<file path="src/rtl/memory_access_unit.sv">
// Single-outstanding load/store initiator for the 16-bit byte-addressed
// memory bus: request channel, memory handshake, byte-load extension, timeout.
module memory_access_unit #(
    parameter int TIMEOUT     = 64,
    parameter int ALIGN_CHECK = 0
) (
    input  logic        Clock,
    input  logic        Reset,
    input  logic        ReqValid,
    output logic        ReqReady,
    input  logic        ReqWrite,
    input  logic        ReqWidth,
    input  logic        ReqSigned,
    input  logic [15:0] ReqAddress,
    input  logic [15:0] ReqData,
    output logic        RespValid,
    output logic [15:0] RespData,
    output logic        RespError,
    output logic        MemReadEnable,
    output logic        MemWriteEnable,
    output logic        MemDataWidth,
    input  logic        MemReadReady,
    input  logic        MemWriteReady,
    input  logic [15:0] MemDataIn,
    output logic [15:0] MemDataOut,
    output logic [15:0] MemAddress
);

    localparam int CW = (TIMEOUT > 0) ? $clog2(TIMEOUT + 1) : 1;
    localparam logic [CW-1:0] LAST = (TIMEOUT > 0) ? CW'(TIMEOUT - 1) : '0;

    typedef enum logic [1:0] {
        IDLE    = 2'd0,
        ACCESS  = 2'd1,
        RECOVER = 2'd2
    } state_t;

    state_t        state;
    state_t        next_state;
    logic          en_read;
    logic          en_write;
    logic          sign_q;
    logic [CW-1:0] count;
    logic          misalign;
    logic          op_ready;
    logic          any_ready;
    logic          expired;
    logic [15:0]   load_data;

    assign misalign  = (ALIGN_CHECK != 0) && ReqWidth && ReqAddress[0];
    assign op_ready  = (en_read & MemReadReady) | (en_write & MemWriteReady);
    assign any_ready = MemReadReady | MemWriteReady;
    assign expired   = (TIMEOUT > 0) && (count == LAST);
    assign load_data = MemDataWidth ? MemDataIn :
                       {{8{sign_q & MemDataIn[7]}}, MemDataIn[7:0]};

    always_ff @(posedge Clock or negedge Reset) begin
        if (!Reset) begin
            state <= IDLE;
        end else begin
            state <= next_state;
        end
    end

    always_comb begin
        next_state = state;
        unique case (state)
            IDLE: begin
                if (ReqValid && !misalign) next_state = ACCESS;
            end
            ACCESS: begin
                if (op_ready) next_state = IDLE;
                else if (expired) next_state = RECOVER;
            end
            RECOVER: begin
                if (any_ready || expired) next_state = IDLE;
            end
            default: next_state = IDLE;
        endcase
    end

    // Masking by Ready keeps the responder from seeing a stale enable
    // in the cycle it completes.
    always_comb begin
        ReqReady       = (state == IDLE);
        MemReadEnable  = en_read & ~MemReadReady;
        MemWriteEnable = en_write & ~MemWriteReady;
    end

    always_ff @(posedge Clock or negedge Reset) begin
        if (!Reset) begin
            en_read      <= 1'b0;
            en_write     <= 1'b0;
            sign_q       <= 1'b0;
            count        <= '0;
            MemAddress   <= '0;
            MemDataOut   <= '0;
            MemDataWidth <= 1'b0;
            RespValid    <= 1'b0;
            RespError    <= 1'b0;
            RespData     <= '0;
        end else begin
            RespValid <= 1'b0;
            RespError <= 1'b0;
            RespData  <= '0;
            unique case (state)
                IDLE: begin
                    if (ReqValid && misalign) begin
                        RespValid <= 1'b1;
                        RespError <= 1'b1;
                    end else if (ReqValid) begin
                        MemAddress   <= ReqAddress;
                        MemDataOut   <= ReqData;
                        MemDataWidth <= ReqWidth;
                        sign_q       <= ReqSigned;
                        en_read      <= ~ReqWrite;
                        en_write     <= ReqWrite;
                        count        <= '0;
                    end
                end
                ACCESS: begin
                    if (op_ready) begin
                        en_read   <= 1'b0;
                        en_write  <= 1'b0;
                        RespValid <= 1'b1;
                        RespData  <= en_read ? load_data : 16'h0000;
                    end else if (expired) begin
                        en_read   <= 1'b0;
                        en_write  <= 1'b0;
                        RespValid <= 1'b1;
                        RespError <= 1'b1;
                        count     <= '0;
                    end else begin
                        count <= count + 1'b1;
                    end
                end
                RECOVER: begin
                    count <= count + 1'b1;
                end
                default: begin
                    en_read  <= 1'b0;
                    en_write <= 1'b0;
                end
            endcase
        end
    end

endmodule

</file>
<file path="config.mk">
export PLATFORM = sky130hd
export DESIGN_NAME = memory_access_unit
export DESIGN_NICKNAME = d
export VERILOG_FILES = /design/src/rtl/memory_access_unit.sv
export SDC_FILE = /design/constraint.sdc
export NUM_CORES = 1
export LEC_CHECK = 0
export BUFFER_PORTS_ARGS = -buffer_cell sky130_fd_sc_hd__buf_2
export CAP_MARGIN = 30
export CORE_MARGIN = 10
export CORE_UTILIZATION = 25
export CTS_CLUSTER_DIAMETER = 150
export CTS_CLUSTER_SIZE = 8
export DETAILED_ROUTE_END_ITERATION = 7
export GPL_TIMING_DRIVEN = 1
export PLACE_DENSITY_LB_ADDON = 0.2
export RECOVER_POWER = 50
export SETUP_SLACK_MARGIN = 0.4
export SYNTH_ARGS = -nofsm -noshare
export SYNTH_HDL_FRONTEND = slang
export SYNTH_SLANG_ARGS = --single-unit
</file>
<file path="constraint.sdc">
create_clock -name Clock -period 1.7 [get_ports Clock]
set_input_delay 0.34 -clock Clock [delete_from_list [all_inputs] [get_ports Clock]]
set_output_delay 0.34 -clock Clock [all_outputs]
set_load 0.005 [all_outputs]
</file>
==> reports/metrics.cfg <==
[cts]
cts_sinks=63
clk_pin_slew_worst_paths_ps=70
cts.path.max_buffers=2
cts_made_buffers=9
cts_root_buf=clkbuf_8
htreeDepth=3
clk_latency_ps=340
cts_tree=done
hold_buffers=0

[setup_path]
cp-end-kind=register
worstPathCellList=ha_4 > nand4b_1 > o311ai_4 > buf_4 > a2bb2oi_2 > o31ai_2
crit_fanout=5
cp.arrival_ps=1840
cpMaxStageDelayCell=dfrtp_1
cp_data_required_time_ps=1920
cpPeakStageDelay_ps=400
crit_type=reg -> reg
start_kind=register

[layout]
layout.nets=399
final_area_sq_um=4060
area_delta_synth_final_pct=57.0
n_antenna_cell=0
layout-drive-gt1-share_pct=58.5

[run_status]
status=complete, no violations

[sta]
finClkSkew_ps=8.73
timing.hold.ws_ps=143
max_freq_mhz=620
finalMaxSlewViolations=0
setup_viol=0
fin_crit_sh_pct=94.9
period_minus_slack_ps=1610
hold_violations=0
worst_pin_slew_ps=907
rsz0062_at_grt=true
max-slew-margin-rel_pct=39.5

[synthesis]
synth_common_cells=63 x dfrtp_1, 36 x mux2_2, 14 x inv_1
yosysWarnings=0
avgSynthCellArea_sq_um=13.3
ys_seq_elements=63
yosys.area.top_type=dfrtp_1
synth_ff_type=dfrtp_1
synth_edf_count=0
yosysMostFrequentCell=dfrtp_1
synth_cell_types=35
synth-async-reset-ratio_pct=100
yosysSeqAreaShare_pct=61.0
netlist_instances=194
synth_top_area_share_pct=61.0
mappedNetlistNets=254
synth_area_sq_um=2580
synth.area.top_cells=dfrtp_1 61%, mux2_2 16%, a21oi_1 2.1%, inv_1 2.0%, and2_1 1.9%

[place]
numPortBuffers=109
place_congestion=0.719
post_dp_cell_area_sq_um=3440
hpwl_mm=5.22

[floorplan]
start_util_pct=25.4
core_area_sq_um=10200
fp.dieW_microns=122
num_io_pins=110
die_area_sq_um=14800
row_count=37
fp.dieH_microns=122

[global_routing]
grt_max_degree=37
grt_usage_pct=9.22
grt_use_met1_pct=11.2
grt_pass1_wl_mm=10.6
top_usage_layer=met2
grt_pass1_vias=2039
grt_util_met2_pct=13.7
globalRouteOverflowTotal=0
antenna_found_initial=0
gr-usage-met3_pct=3.61

[hold_path]
hp-class=in -> async

[drt]
drc=0
firstDrtPassIters=4
wl_mm=7.96
wl_per_cell_microns=16.7
dr.first_iter.drc_count=125
viasPerCell=4.24
via_count=2027
drtAntennaViolNets=0

[power_and_ir_drop]
ir_drop_mv=0.934
power_mw=6.87
leakage_nw=2.04
powerDensity_nw_per_um2=1690

[flow_run]
cap_violations=0

[through the flow]
step | setup slack, ps | TNS, ps | instances | utilization (%)
final | 86.4 | 0 | 478 | 39.8
after global placement | 34.5 | 0 | 441 | 33.7
after CTS | 108 | 0 | 468 | 36.9
after global routing | -40.4 | -40.4 | 478 | 39.8
after detailed placement | -28.3 | -60.4 | 441 | 33.7
after floorplan | 117 | 0 | 194 | -
[final cells by class]
cell class,count,area [sq um]
Inverter,14,52.6
Tap cell,136,170
Sequential cell,63,1580
Fill cell,1034,6130
Clock buffer,13,149
Timing Repair Buffer,140,852
Multi-Input combinational cell,111,1230
Clock inverter,1,30.0
[registers in the layout (all words and copies together), names as in the netlist]
signal and flops:
MemDataOut 16, MemAddress 16, RespError 1, RespData 16, state 2, count 7
RespValid 1, MemDataWidth 1, en_read 1, en_write 1, sign_q 1
[power by group]
group	internal, mW	total (mW)	switching (mW)
clock	0.704	1.26	0.554
combinational	1.98	3.31	1.33
sequential	2.01	2.30	0.289
total	4.70	6.87	2.18
[cell families (layout without fill, tap and decap cells)]
family	after synthesis	count (layout)	synth area share, %
multiplexers	38	38	16.5
flip-flops	63	63	61.0
AO/OA/AOI/OAI	28	28	8.91
adder cells (fa/ha/maj)	4	4	1.94
buffers and inverters	20	168	3.34
AND/OR/NAND/NOR	41	41	8.37
[path summary, 6_finish.rpt]
check / start / endpoint / slack (ps) / cells after the start
setup / recovery: count[0] / count[4] / 90 / 6
hold / removal: Reset / MemAddress[11] / 140 / 2
setup reg to reg: count[0] / count[4] / 90 / 6
hold reg to reg: MemDataOut[8] / MemDataOut[8] / 500 / 1
max in group asynchronous: Reset / MemAddress[8] / 900 / 2
min in group Clock: MemDataIn[0] / RespData[0] / 210 / 2
[placed cells by master (no fill, tap or decap), types with 2 or more instances in the layout]
cell type	synthesis	final
nor2_1	5	3
a21oi_1	11	3
nand2_1	13	11
nand3_1	2	2
clkbuf_1	2	26
ha_4	0	4
mux2i_1	2	2
o21ai_2	0	3
clkbuf_16	0	3
buf_2	3	83
a21oi_2	0	8
buf_4	0	20
inv_2	0	3
clkbuf_2	0	2
mux2_4	0	35
inv_1	14	11
and2_1	8	8
dfrtp_1	63	62
or2_4	0	2
clkbuf_8	0	10
o31ai_2	2	2
buf_12	0	2
buf_6	1	5
[layer usage]
layer / vias to the layer above / share of wire, %
li1: 957 / -
met2: 77 / 45
met5: - / 0
met3: 9 / 7.8
met1: 984 / 45
met4: 0 / 1.4
[worst max-delay path: cells and delay by family (launching register included)]
family,cells,cell delay [ps]
and+or+nand+nor,1,200
DFF,1,400
adders and majority gates,1,170
AOI/OAI and AO/OA,3,560
buffers and inverters,1,170
[what timing repair did]
| item | in CTS | in global routing |
|---|---|---|
| hold endpoints to repair | 0 | 0 |
| cloned | 0 | 5 |
| resized for setup | 11 | 51 |
| buffers inserted | 13 | 5 |
| setup endpoints to repair | 67 | 67 |
| pin swaps | 6 | 9 |
(Power assumes the default switching activity.)
